File: config.mk
export PLATFORM = sky130hd
export DESIGN_NAME = fifo_rd_streamer_flat
export DESIGN_NICKNAME = d
export VERILOG_FILES = /design/src/rtl/fifo_rd_pkg.sv /design/src/rtl/fifo_rd_streamer_if.sv /design/src/rtl/fifo_rd_skid.sv /design/src/rtl/fifo_rd_streamer.sv /design/src/flat_wrapper.sv
export SDC_FILE = /design/constraint.sdc
export NUM_CORES = 1
export LEC_CHECK = 0
export BUFFER_PORTS_ARGS = -buffer_cell sky130_fd_sc_hd__buf_2
export CORE_UTILIZATION = 40
export CTS_CLUSTER_SIZE = 10
export DETAILED_ROUTE_END_ITERATION = 10
export GPL_TIMING_DRIVEN = 1
export PLACE_DENSITY = 0.71
export SLEW_MARGIN = 20
export SYNTH_ARGS = -nofsm -noshare
export SYNTH_HDL_FRONTEND = slang
export SYNTH_SLANG_ARGS = --single-unit
File: constraint.sdc
create_clock -name clock0 -period 2.4 [get_ports clock0]
set_input_delay 0.12 -clock clock0 [delete_from_list [all_inputs] [get_ports clock0]]
set_output_delay 0.12 -clock clock0 [all_outputs]
set_load 0.01 [all_outputs]
File: src/rtl/fifo_rd_pkg.sv
// Shared constants, stream word type and width helpers for the FIFO read streamer.
// Latency: n/a (declarations only).
// Backpressure: n/a.
package fifo_rd_pkg;

   // Deepest FIFO read latency the streamer's latency pipe is built for.
   localparam int RD_LAT_MAX = 2;

   // Native word width of the R36W36 FIFO mapping.
   localparam int WORD_W = 36;

   typedef logic [WORD_W-1:0] word_t;

   // Bits needed for a counter that must hold every value 0..depth inclusive.
   function automatic int credit_w(input int depth);
      return $clog2(depth + 1);
   endfunction

   // Bits needed for a pointer that addresses depth entries (at least one bit).
   function automatic int ptr_w(input int depth);
      return (depth > 1) ? $clog2(depth) : 1;
   endfunction

endpackage

File: src/rtl/fifo_rd_streamer_if.sv
// FIFO read port plus valid/ready stream bundle; optional stats ports under FIFO_RD_STAT_EN.
// Latency: n/a (wiring only).
// Backpressure: m_ready from the sink; master = streamer, slave = FIFO + sink side.
interface fifo_rd_streamer_if #(
   parameter int DATA_W = 36
);
   // FIFO read side
   logic              re;
   logic [DATA_W-1:0] dout;
   logic              EMPTY;
   logic              UNDERRUN;
   // Stream side
   logic [DATA_W-1:0] m_data;
   logic              m_valid;
   logic              m_ready;
   // Status
   logic              err_underrun;
`ifdef FIFO_RD_STAT_EN
   logic [31:0]       rd_count;
   logic              stat_clr;

   modport master (
      output re, m_data, m_valid, err_underrun, rd_count,
      input  dout, EMPTY, UNDERRUN, m_ready, stat_clr
   );
   modport slave (
      input  re, m_data, m_valid, err_underrun, rd_count,
      output dout, EMPTY, UNDERRUN, m_ready, stat_clr
   );
`else
   modport master (
      output re, m_data, m_valid, err_underrun,
      input  dout, EMPTY, UNDERRUN, m_ready
   );
   modport slave (
      input  re, m_data, m_valid, err_underrun,
      output dout, EMPTY, UNDERRUN, m_ready
   );
`endif
endinterface

File: src/rtl/fifo_rd_skid.sv
// Circular skid buffer that catches FIFO read data and presents the oldest word as the stream head.
// Latency: a captured word is visible at the head one edge after capture.
// Backpressure: none internally; the caller's credit logic guarantees a free entry for every capture.
module fifo_rd_skid
   import fifo_rd_pkg::*;
#(
   parameter int DATA_W = WORD_W,
   parameter int DEPTH  = 2
) (
   input  logic                         clock0,
   input  logic                         rst_n,
   input  logic                         i_cap,
   input  logic [DATA_W-1:0]            i_cap_dat,
   input  logic                         i_pop,
   output logic [credit_w(DEPTH)-1:0]   o_count,
   output logic                         o_vld,
   output logic [DATA_W-1:0]            o_dat
);

   localparam int CW = credit_w(DEPTH);
   localparam int PW = ptr_w(DEPTH);

   logic [DATA_W-1:0] r_mem [DEPTH];
   logic [PW-1:0]     r_wr_ptr;
   logic [PW-1:0]     r_rd_ptr;
   logic [CW-1:0]     r_count;
   logic              w_vld;

   // Pointers advance modulo DEPTH, so non power-of-two depths wrap explicitly.
   function automatic logic [PW-1:0] f_next(input logic [PW-1:0] p);
      return (p == PW'(DEPTH - 1)) ? '0 : p + 1'b1;
   endfunction

   // Storage needs no reset: only entries below r_count are ever presented.
   always_ff @(posedge clock0) begin
      if (i_cap) begin
         r_mem[r_wr_ptr] <= i_cap_dat;
      end
   end

   // Write pointer follows captures, read pointer follows pops.
   always_ff @(posedge clock0 or negedge rst_n) begin
      if (!rst_n) begin
         r_wr_ptr <= '0;
         r_rd_ptr <= '0;
      end else begin
         if (i_cap) begin
            r_wr_ptr <= f_next(r_wr_ptr);
         end
         if (i_pop) begin
            r_rd_ptr <= f_next(r_rd_ptr);
         end
      end
   end

   // Occupancy: capture and pop in the same cycle cancel out.
   always_ff @(posedge clock0 or negedge rst_n) begin
      if (!rst_n) begin
         r_count <= '0;
      end else begin
         case ({i_cap, i_pop})
            2'b10:   r_count <= r_count + 1'b1;
            2'b01:   r_count <= r_count - 1'b1;
            default: r_count <= r_count;
         endcase
      end
   end

   assign w_vld   = (r_count != '0);
   assign o_vld   = w_vld;
   assign o_count = r_count;
   // Head reads as zero while empty so the stream bus is quiet between bursts.
   assign o_dat   = w_vld ? r_mem[r_rd_ptr] : '0;

   // The upstream credit check must never let a capture land in a full buffer.
   a_no_overflow: assert property (@(posedge clock0) disable iff (!rst_n)
      !(i_cap && !i_pop && (r_count == CW'(DEPTH))));

   // A pop is only legal while the head is valid.
   a_no_underflow: assert property (@(posedge clock0) disable iff (!rst_n)
      !(i_pop && !w_vld));

endmodule

File: src/rtl/fifo_rd_streamer.sv
// Read engine for the sync FIFO: credit-gated re, latency pipe, skid buffer, valid/ready stream out.
// Latency: first word valid RD_LAT+1 edges after the first re; sustains 1 word/cycle.
// Backpressure: re stops once inflight+buffered words fill SKID_DEPTH; optional stats under FIFO_RD_STAT_EN.
module fifo_rd_streamer
   import fifo_rd_pkg::*;
#(
   parameter int DATA_W     = WORD_W,
   parameter int RD_LAT     = 1,
   parameter int SKID_DEPTH = RD_LAT + 1
) (
   input  logic               clock0,
   input  logic               rst_n,
   fifo_rd_streamer_if.master bus
);

   localparam int CW = credit_w(SKID_DEPTH);

   if ((RD_LAT < 1) || (RD_LAT > RD_LAT_MAX)) begin : g_bad_lat
      $error("fifo_rd_streamer: RD_LAT must be 1..%0d", RD_LAT_MAX);
   end
   if (SKID_DEPTH < 1) begin : g_bad_depth
      $error("fifo_rd_streamer: SKID_DEPTH must be at least 1");
   end

   logic [RD_LAT-1:0] r_lat;
   logic [CW-1:0]     r_inflight;
   logic              r_err_underrun;
   logic [CW-1:0]     w_buf_count;
   logic [CW:0]       w_occ;
   logic              w_m_valid;
   logic              w_pop;
   logic              w_cap;
   logic              w_re;

   assign w_pop = w_m_valid & bus.m_ready;
   assign w_cap = r_lat[RD_LAT-1];

   // Words already committed after this cycle's pop; a pop frees its credit in the same
   // cycle, which is what keeps the stream bubble-free when the sink resumes.
   assign w_occ = {1'b0, r_inflight} + {1'b0, w_buf_count} - {{CW{1'b0}}, w_pop};

   // Gating with rst_n keeps re low while held in reset even if EMPTY is still low.
   assign w_re  = rst_n & ~bus.EMPTY & (w_occ < (CW+1)'(SKID_DEPTH));

   // Latency pipe: one bit per outstanding read cycle, the top bit marks dout valid now.
   always_ff @(posedge clock0 or negedge rst_n) begin
      if (!rst_n) begin
         r_lat <= '0;
      end else begin
         r_lat <= (r_lat << 1) | RD_LAT'(w_re);
      end
   end

   // Reads issued but not yet captured into the skid buffer.
   always_ff @(posedge clock0 or negedge rst_n) begin
      if (!rst_n) begin
         r_inflight <= '0;
      end else begin
         case ({w_re, w_cap})
            2'b10:   r_inflight <= r_inflight + 1'b1;
            2'b01:   r_inflight <= r_inflight - 1'b1;
            default: r_inflight <= r_inflight;
         endcase
      end
   end

   // Sticky underrun flag: only counts while our own reads are in the pipe.
   always_ff @(posedge clock0 or negedge rst_n) begin
      if (!rst_n) begin
         r_err_underrun <= 1'b0;
      end else if (bus.UNDERRUN && (r_lat != '0)) begin
         r_err_underrun <= 1'b1;
      end
   end

   fifo_rd_skid #(
      .DATA_W (DATA_W),
      .DEPTH  (SKID_DEPTH)
   ) u_skid (
      .clock0    (clock0),
      .rst_n     (rst_n),
      .i_cap     (w_cap),
      .i_cap_dat (bus.dout),
      .i_pop     (w_pop),
      .o_count   (w_buf_count),
      .o_vld     (w_m_valid),
      .o_dat     (bus.m_data)
   );

   assign bus.re           = w_re;
   assign bus.m_valid      = w_m_valid;
   assign bus.err_underrun = r_err_underrun;

`ifdef FIFO_RD_STAT_EN
   logic [31:0] r_rd_count;

   // Pop counter; a clear in the same cycle as a pop wins, wrap at 2^32 is natural.
   always_ff @(posedge clock0 or negedge rst_n) begin
      if (!rst_n) begin
         r_rd_count <= '0;
      end else if (bus.stat_clr) begin
         r_rd_count <= '0;
      end else if (w_pop) begin
         r_rd_count <= r_rd_count + 32'd1;
      end
   end

   assign bus.rd_count = r_rd_count;
`endif

   // Reads in flight can never exceed the FIFO read latency.
   a_inflight_bound: assert property (@(posedge clock0) disable iff (!rst_n)
      r_inflight <= CW'(RD_LAT));

   // The FIFO is never read while it reports empty.
   a_no_read_empty: assert property (@(posedge clock0) disable iff (!rst_n)
      !(w_re && bus.EMPTY));

endmodule

File: src/flat_wrapper.sv
// flat-port wrapper written by rule: the top's interface ports become plain ports
module fifo_rd_streamer_flat import fifo_rd_pkg::*;
#(
   parameter int DATA_W     = WORD_W,
   parameter int RD_LAT     = 1,
   parameter int SKID_DEPTH = RD_LAT + 1
)
  (clock0, rst_n, bus_re, bus_m_data, bus_m_valid, bus_err_underrun, bus_dout, bus_EMPTY, bus_UNDERRUN, bus_m_ready);
  fifo_rd_streamer_if #(.DATA_W(DATA_W)) bus_i ();
  input  logic clock0;
  input  logic rst_n;
  output wire logic [$bits(bus_i.re)-1:0] bus_re;
  output wire logic [$bits(bus_i.m_data)-1:0] bus_m_data;
  output wire logic [$bits(bus_i.m_valid)-1:0] bus_m_valid;
  output wire logic [$bits(bus_i.err_underrun)-1:0] bus_err_underrun;
  input wire logic [$bits(bus_i.dout)-1:0] bus_dout;
  input wire logic [$bits(bus_i.EMPTY)-1:0] bus_EMPTY;
  input wire logic [$bits(bus_i.UNDERRUN)-1:0] bus_UNDERRUN;
  input wire logic [$bits(bus_i.m_ready)-1:0] bus_m_ready;
  assign bus_re = bus_i.re;
  assign bus_m_data = bus_i.m_data;
  assign bus_m_valid = bus_i.m_valid;
  assign bus_err_underrun = bus_i.err_underrun;
  assign bus_i.dout = bus_dout;
  assign bus_i.EMPTY = bus_EMPTY;
  assign bus_i.UNDERRUN = bus_UNDERRUN;
  assign bus_i.m_ready = bus_m_ready;
  fifo_rd_streamer #(.DATA_W(DATA_W), .RD_LAT(RD_LAT), .SKID_DEPTH(SKID_DEPTH)) u_core (.clock0(clock0), .rst_n(rst_n), .bus(bus_i));
endmodule
==> out/qor.txt, run 1 <==
run status: finished clean
Max Cap Violations: 0
Max Buffers Root-to-Sink: 2
area of placed instances: 3690 sq um
top post-synthesis cells by area: edfxtp_1, mux2i_1, dfrtp_1, nor2_1, buf_8
share of cells above drive strength 1: 32.3%
Netlist Area Pre-Place: 3170 sq um
CP required: 2660 ps
# Post-CTS Setup Buffers: 0
worst hold path class: primary input to flop
final hold vios: 0
pwr dens: 951 nW/um^2
Rows: 32
hpwl dp: 3340 um
CTS sink count: 80
Sw Share: 29.4%
Pre-antenna DRT Iters: 4
Setup CP Type: flop to flop
die width: 91.0 um
CP Cell Sequence: inv_1, ha_1, fa_1, xor2_1, nand4b_1, ha_1, nor2_1, xnor2_1
syn nets: 234
GR Overflow Total: 0
Largest stage delay, worst path: 430 ps
CTS H-tree depth: 3
root buffer cell: clkbuf_8
io pins: 80
most common cell after layout, fill and taps aside: buf_2
first-pass GRT wire length: 8980 um
Max VDD drop: 0.483 mV
Ys Warns: 0
internal power: 2.87 mW
RSZ-0062 raised after global routing: false
sequential element share of the synthesized area: 74.6%
Tot GR Track Use: 14.6%
dominant cell type by area after synthesis: edfxtp_1
vias in the first global route: 1947
clk_lat worst skew: 340 ps
leakage power: 1.79 nW
initial core utilization: 41.2%
final setup violation count: 0
register-to-register setup slack: 130 ps
vias: 1900
Core Util, Final: 55.6%
CTS Buf Count: 9
Comb pwr share: 28.7%
Worst Skew: 4.34 ps
commonest non-fill, non-tap cells in the layout: buf_2, edfxtp_1, nor2_1, dlygate4sd3_1, mux2i_1
Antenna Nets Post-Route: 0
Worst-path clk slew: 70 ps
Slew @ Worst Pin: 542 ps
register bit total from synthesis: 80
register share of total power: 46.3%
share of the synthesized area in the top cell type: 68.2%
clock share of power: 25.0%
Tmin final: 2270 ps
most used cell, CP: ha_1
DR iter-0 viols: 54
Synth-to-Final Area Change: 34.9%
syn avg cell area: 16.7 sq um
Die ar.: 8280 sq um
pin count of the biggest net entering global routing: 37
CTS tree: done
Core ar.: 7690 sq um
period utilisation layout: 94.4%
fin area: 4270 sq um
GPL Wtd Cong: 0.748
DR WL/cell: 13.0 um
Die H: 91.0 um
f_max: 441 MHz
drt drc: 0
I/O Buffers: 79
Yosys cell types: 22
setup TNS: 0 ps
n_diodes: 0
initial antenna violation count: 0
nets: 359
final WL: 5470 um
crit path capture type: flop
Pins Over Slew Limit: 0
Worst Hold Margin: 85.7 ps
WP data arrival: 2530 ps
CP max FO: 4
Startpoint Class: flop
cells after synthesis: 190
Via density: 4.51
NetSw: 1.19 mW
Slew HR: 63.8%
slowest CP cell: fa_1
==> flip-flops by register name (all words and copies together), names as in the netlist <==
register                 count
u_core.u_skid.r_mem         72
u_core.r_inflight            2
u_core.u_skid.o_count        2
u_core.bus.err_underrun      1
u_core.r_lat                 1
u_core.u_skid.r_rd_ptr       1
u_core.u_skid.r_wr_ptr       1
==> synth_stat cells <==
| library cell | count |
|---|---|
| a21o_1 | 1 |
| buf_6 | 1 |
| o211a_1 | 1 |
| dfrtp_1 | 8 |
| and2_1 | 1 |
| inv_2 | 1 |
| edfxtp_1 | 72 |
| nor2_4 | 1 |
| mux2i_1 | 37 |
| nor2_1 | 39 |
| inv_1 | 4 |
| ha_1 | 2 |
| fa_1 | 1 |
| buf_4 | 3 |
| xor2_1 | 3 |
| nand2_2 | 1 |
| a21oi_1 | 1 |
| buf_8 | 3 |
| nand2_1 | 2 |
| o21ai_0 | 1 |
| nand4b_1 | 2 |
| xnor2_1 | 5 |
==> layout make-up <==
type | instances | area [sq um]
Clock buffer | 11 | 131
Clock inverter | 4 | 70.1
Fill cell | 631 | 3410
Inverter | 5 | 18.8
Multi-Input combinational cell | 98 | 717
Sequential cell | 80 | 2360
Tap cell | 102 | 128
Timing Repair Buffer | 121 | 843
==> power by group through the flow <==
stage | clock, mW | sequential, mW | combinational (mW)
floorplan | 0 | 1.83 | 0.904
global placement | 0 | 1.91 | 1.12
detailed placement | 0 | 1.92 | 1.14
CTS | 1.05 | 1.89 | 1.19
global route | 1.10 | 1.91 | 1.28
finish | 1.01 | 1.88 | 1.17
==> worst max-delay path, delay by kind of cell (launching register included) <==
| kind | cells | cell delay (ps) |
|---|---|---|
| fa+ha+maj | 3 | 1110 |
| flops | 1 | 410 |
| xor+xnor | 2 | 300 |
| simple gates | 2 | 290 |
| buf+inv | 1 | 80 |
==> layer usage <==
layer | GRT usage [%] | up-vias | part of all wire [%]
met1 | 16.1 | 907 | 42
met5 | 0 | - | 0
met3 | 4.27 | 6 | 4.2
li1 | - | 931 | -
met4 | 7.14 | 0 | 1.5
met2 | 25.8 | 56 | 52
==> timing repair <==
item,CTS,global route
endpoints found under the hold margin,81,0
hold buffers,38,0
gates resized for setup,0,1
setup endpoints to repair,0,2
==> cell families after synthesis <==
group | share of synthesized area [%]
DFF | 74.6
and+or+nand+nor | 6.16
muxes | 11.7
buffers and inverters | 3.08
xor gates and xnor gates | 2.21
AOI/OAI and AO/OA | 0.869
adders and majority gates | 1.42
==> path summary, 6_finish.rpt <==
check / cells after the start / to / startpoint
setup / recovery: 8 / u_core.r_inflight[1] / u_core.u_skid.o_count[1]
hold / removal: 3 / u_core.r_lat / bus_EMPTY
setup reg to reg: 8 / u_core.r_inflight[1] / u_core.u_skid.o_count[1]
hold reg to reg: 1 / u_core.bus.err_underrun / u_core.bus.err_underrun
max in group asynchronous: 2 / u_core.u_skid.o_count[1] / rst_n
min in group asynchronous: 2 / u_core.u_skid.r_rd_ptr / rst_n
==> metrics by stage <==
stage	setup slack, ps	std cells	total power, mW
6_report	135	421	4.06
4_1_cts	72.3	421	4.13
5_1_grt	21.3	421	4.28
3_3_place_gp	204	368	3.03
2_1_floorplan	234	190	2.73
3_5_place_dp	91.0	368	3.06
Power figures use the tool's default switching activity.
==> run 2, diff against run 1 <==
--- a/config.mk
+++ b/config.mk
@@ -5,7 +5,7 @@
 export SDC_FILE = /design/constraint.sdc
 export NUM_CORES = 1
 export LEC_CHECK = 0
-export BUFFER_PORTS_ARGS = -buffer_cell sky130_fd_sc_hd__buf_2
+export BUFFER_PORTS_ARGS = -buffer_cell sky130_fd_sc_hd__buf_4
 export CORE_UTILIZATION = 40
 export CTS_CLUSTER_SIZE = 10
 export DETAILED_ROUTE_END_ITERATION = 10
==> run 2 against run 1 <==
Against the previous run:
- power grew 0.18%
- sequential cell count is the same
- sequential share of layout area shrank 2.3 points
- final area grew 4.3%
- wire length grew 4.7%
- clock power shrank 11%
- non-clock buffer count grew 2
- via count grew 1.7%
- clock skew grew 3.5 ps
- combinational power grew 10%
- register-to-register slack gained 50 ps
- utilization grew 2.4 points
==> out/qor.txt, run 2 (synthesis results as in run 1) <==
most used cell, CP: inv_1
CTS sink count: 80
CTS H-tree depth: 3
Startpoint Class: flop
setup TNS: 0 ps
RSZ-0062 raised after global routing: false
run status: finished clean
Die H: 91.0 um
register-to-register setup slack: 180 ps
Worst Hold Margin: 92.5 ps
Placed Cells: 369
vias in the first global route: 1909
Die ar.: 8280 sq um
n_diodes: 0
Via density: 4.57
Core Util, Final: 58.0%
Overall Power: 4.07 mW
f_max: 449 MHz
initial antenna violation count: 0
DR iter-0 viols: 62
WHS Endpoint: u_core.u_skid.r_rd_ptr
hold path cells: 3
Top reg by flops: u_core.u_skid.r_mem
vias: 1932
worst reg-to-reg path cell count: 8
final hold vios: 0
Slew @ Worst Pin: 540 ps
hpwl dp: 3590 um
GR Overflow Total: 0
Synth-to-Final Area Change: 40.7%
Rows: 32
Max Cap Violations: 0
share of cells above drive strength 1: 32.1%
Final Non-Filler Cells: 423
GPL Wtd Cong: 0.720
Largest stage delay, worst path: 430 ps
Max Buffers Root-to-Sink: 2
CTS tree: done
slowest CP cell: fa_1
crit path capture type: output port
Hold Startpoint: bus_m_ready
worst hold path class: primary input to flop
Tot GR Track Use: 14.7%
final WL: 5720 um
Post-Place Setup Slack: 156 ps
I/O Buffers: 79
FF-to-FF Start: u_core.u_skid.o_count[1]
die width: 91.0 um
Slew HR: 64.0%
Setup CP Type: flop to output port
nets: 361
Post-CTS Resized: 0
max FFs per register: 72
Antenna Nets Post-Route: 0
fin area: 4460 sq um
drt drc: 0
CP Cell Sequence: inv_1, ha_1, fa_1, xor2_1, nand4b_1, inv_1, buf_4
CTS Buf Count: 9
pwr dens: 913 nW/um^2
Pins Over Slew Limit: 0
setup ws final: 173 ps
most common cell after layout, fill and taps aside: buf_4
final setup violation count: 0
commonest non-fill, non-tap cells in the layout: buf_4, edfxtp_1, nor2_1, dlygate4sd3_1, mux2i_1
period utilisation layout: 92.8%
Core ar.: 7690 sq um
leakage power: 1.83 nW
area of placed instances: 3890 sq um
Pre-antenna DRT Iters: 5
initial core utilization: 41.2%
WP data arrival: 2110 ps
io pins: 80
Tmin final: 2230 ps
clk_lat worst skew: 340 ps
root buffer cell: clkbuf_8
Worst-path clk slew: 80 ps
pin count of the biggest net entering global routing: 37
Max VDD drop: 0.478 mV
first-pass GRT wire length: 9030 um
CP required: 2280 ps
CP max FO: 4
Worst Skew: 7.84 ps
r2r endpoint: u_core.r_inflight[1]
DR WL/cell: 13.5 um
FILL cells: 633
run 2: layout make-up:
class,count,area (sq um),share of cell area (%)
Sequential cell,80,2360,53.0
Timing Repair Buffer,123,1060,23.7
Multi-Input combinational cell,98,717,16.1
Tap cell,102,128,2.86
Clock buffer,9,124,2.78
Clock inverter,6,51.3,1.15
Inverter,5,18.8,0.421
run 2: critical path: cells and delay by family, from the launching register on:
kind | cells | cell delay (ps)
xor+xnor | 1 | 170
fa+ha+maj | 2 | 750
buf+inv | 3 | 310
flops | 1 | 380
simple gates | 1 | 150
run 2: power by group:
group	internal, mW	switching (mW)	leakage, nW	total [mW]
Combinational	0.672	0.613	0.990	1.29
Sequential	1.72	0.157	0.747	1.88
Clock	0.461	0.441	0.0914	0.902
Total	2.86	1.21	1.83	4.07
run 2: worst max path at each step:
stage                                   startpoint              endpoint  slack (ps)  cells after the start
after floorplan           u_core.u_skid.o_count[0]  u_core.r_inflight[1]         230                     10
after global placement    u_core.u_skid.o_count[1]  u_core.r_inflight[1]         200                      8
after detailed placement  u_core.u_skid.o_count[1]  u_core.r_inflight[1]         160                      8
after CTS                 u_core.u_skid.o_count[1]                bus_re         120                      7
after global routing      u_core.u_skid.o_count[1]                bus_re          50                     10
final                     u_core.u_skid.o_count[1]                bus_re         170                      7
run 2: routing by layer:
| metal | vias to the layer above | track usage, % | wire length [um] |
|---|---|---|---|
| li1 | 940 | - | - |
| met5 | - | 0 | 0 |
| met4 | 0 | 7.54 | 83 |
| met2 | 50 | 25.7 | 3070 |
| met1 | 936 | 16.5 | 2360 |
| met3 | 6 | 3.85 | 215 |
run 2: timing repair:
action                     CTS  global route
hold buffers                38             0
hold endpoints to repair    81             0
setup endpoints to repair    0             2
buffers inserted             0             1
==> run 3, diff against run 2 <==
--- a/config.mk
+++ b/config.mk
@@ -11,6 +11,7 @@
 export DETAILED_ROUTE_END_ITERATION = 10
 export GPL_TIMING_DRIVEN = 1
 export PLACE_DENSITY = 0.71
+export RECOVER_POWER = 25
 export SLEW_MARGIN = 20
 export SYNTH_ARGS = -nofsm -noshare
 export SYNTH_HDL_FRONTEND = slang
==> run 3 against run 2 <==
Against the previous run:
- clock skew is essentially flat
- critical path type unchanged
- wire length shrank 0.12%
- global-route usage is the same
- largest cell class unchanged
- critical endpoint unchanged
- setup slack lost 12 ps
==> out/qor.txt, run 3 (synthesis results as in run 1) <==
Pre-antenna DRT Iters: 5
CTS sink count: 80
Die H: 91.0 um
Rows: 32
Final Non-Filler Cells: 423
period utilisation layout: 93.3%
vias: 1941
Core Util, Final: 57.9%
share of cells above drive strength 1: 31.5%
GPL Wtd Cong: 0.720
Slew HR: 63.8%
GR Overflow Total: 0
I/O Buffers: 79
run status: finished clean
crit path capture type: output port
initial antenna violation count: 0
worst hold path class: primary input to flop
first-pass GRT wire length: 9030 um
Tmin final: 2240 ps
io pins: 80
register-to-register setup slack: 170 ps
nets: 361
CP max FO: 4
Max Buffers Root-to-Sink: 2
final setup violation count: 0
leakage power: 1.82 nW
f_max: 447 MHz
Setup CP Type: flop to output port
clk_lat worst skew: 340 ps
Max VDD drop: 0.477 mV
Die ar.: 8280 sq um
Slew @ Worst Pin: 544 ps
hpwl dp: 3590 um
DR iter-0 viols: 60
WP data arrival: 2120 ps
Startpoint Class: flop
most common cell after layout, fill and taps aside: edfxtp_1
CTS Buf Count: 9
Worst Hold Margin: 91.9 ps
n_diodes: 0
DR WL/cell: 13.5 um
Tot GR Track Use: 14.7%
CTS tree: done
Antenna Nets Post-Route: 0
Worst-path clk slew: 80 ps
final WL: 5720 um
Post-CTS Resized: 0
vias in the first global route: 1909
Max Cap Violations: 0
Worst Skew: 7.77 ps
Placed Cells: 369
commonest non-fill, non-tap cells in the layout: edfxtp_1, buf_4, nor2_1, dlygate4sd3_1, mux2i_1
final hold vios: 0
Synth-to-Final Area Change: 40.5%
max FFs per register: 72
die width: 91.0 um
Top reg by flops: u_core.u_skid.r_mem
Via density: 4.59
RSZ-0062 raised after global routing: false
initial core utilization: 41.2%
CTS H-tree depth: 3
Core ar.: 7690 sq um
Pins Over Slew Limit: 0
setup TNS: 0 ps
Overall Power: 4.07 mW
CP required: 2280 ps
root buffer cell: clkbuf_8
pin count of the biggest net entering global routing: 37
drt drc: 0
pwr dens: 914 nW/um^2
## run 3: power breakdown
group,switching (mW),internal (mW)
registers,0.157,1.72
logic,0.612,0.669
clock network,0.442,0.461
total,1.21,2.85
## run 3: critical path, stage by stage, from the launching register on
cell,delay (ps)
dfrtp_1,380
inv_1,80
ha_1,320
fa_1,430
xor2_1,170
nand4b_1,150
inv_1,120
buf_4,130
## run 3: what timing repair did
| item | 4_1_cts | 5_1_grt |
|---|---|---|
| setup buffers | 0 | 1 |
| hold buffers | 38 | 0 |
| hold endpoints to repair | 81 | 0 |
| endpoints found under the setup margin | 0 | 2 |
## run 3: layer usage
metal	track usage (%)	vias to the layer above	wire [um]
met2	25.7	52	3060
met3	3.85	6	222
li1	-	941	-
met4	7.54	0	83
met5	0	-	0
met1	16.5	942	2350
## run 3: through the flow
stage / worst slack (ps) / instance area (sq um)
finish: 160 / 4450
global route: 29.2 / 4450
CTS: 124 / 4450
detailed placement: 156 / 3890
global placement: 197 / 3890
floorplan: 234 / 3170
## run 3: layout make-up
class                   instances  area (sq um)
multi-input cells              98           717
well taps                     102           128
repair buffers                123          1050
fillers                       637          3240
flip-flops and latches         80          2360
clock inverters                 6          51.3
inverters                       5          18.8
clock buffers                   9           124
## run 3: path summary, 6_finish.rpt
| kind | to | depth (start not counted) | startpoint |
|---|---|---|---|
| setup reg to reg | u_core.r_inflight[1] | 8 | u_core.u_skid.o_count[1] |
| hold / removal | u_core.u_skid.r_rd_ptr | 3 | bus_m_ready |
| min in group asynchronous | u_core.r_lat | 2 | rst_n |
| max in group asynchronous | u_core.u_skid.r_rd_ptr | 2 | rst_n |
| hold reg to reg | u_core.bus.err_underrun | 1 | u_core.bus.err_underrun |
| setup / recovery | bus_re | 7 | u_core.u_skid.o_count[1] |
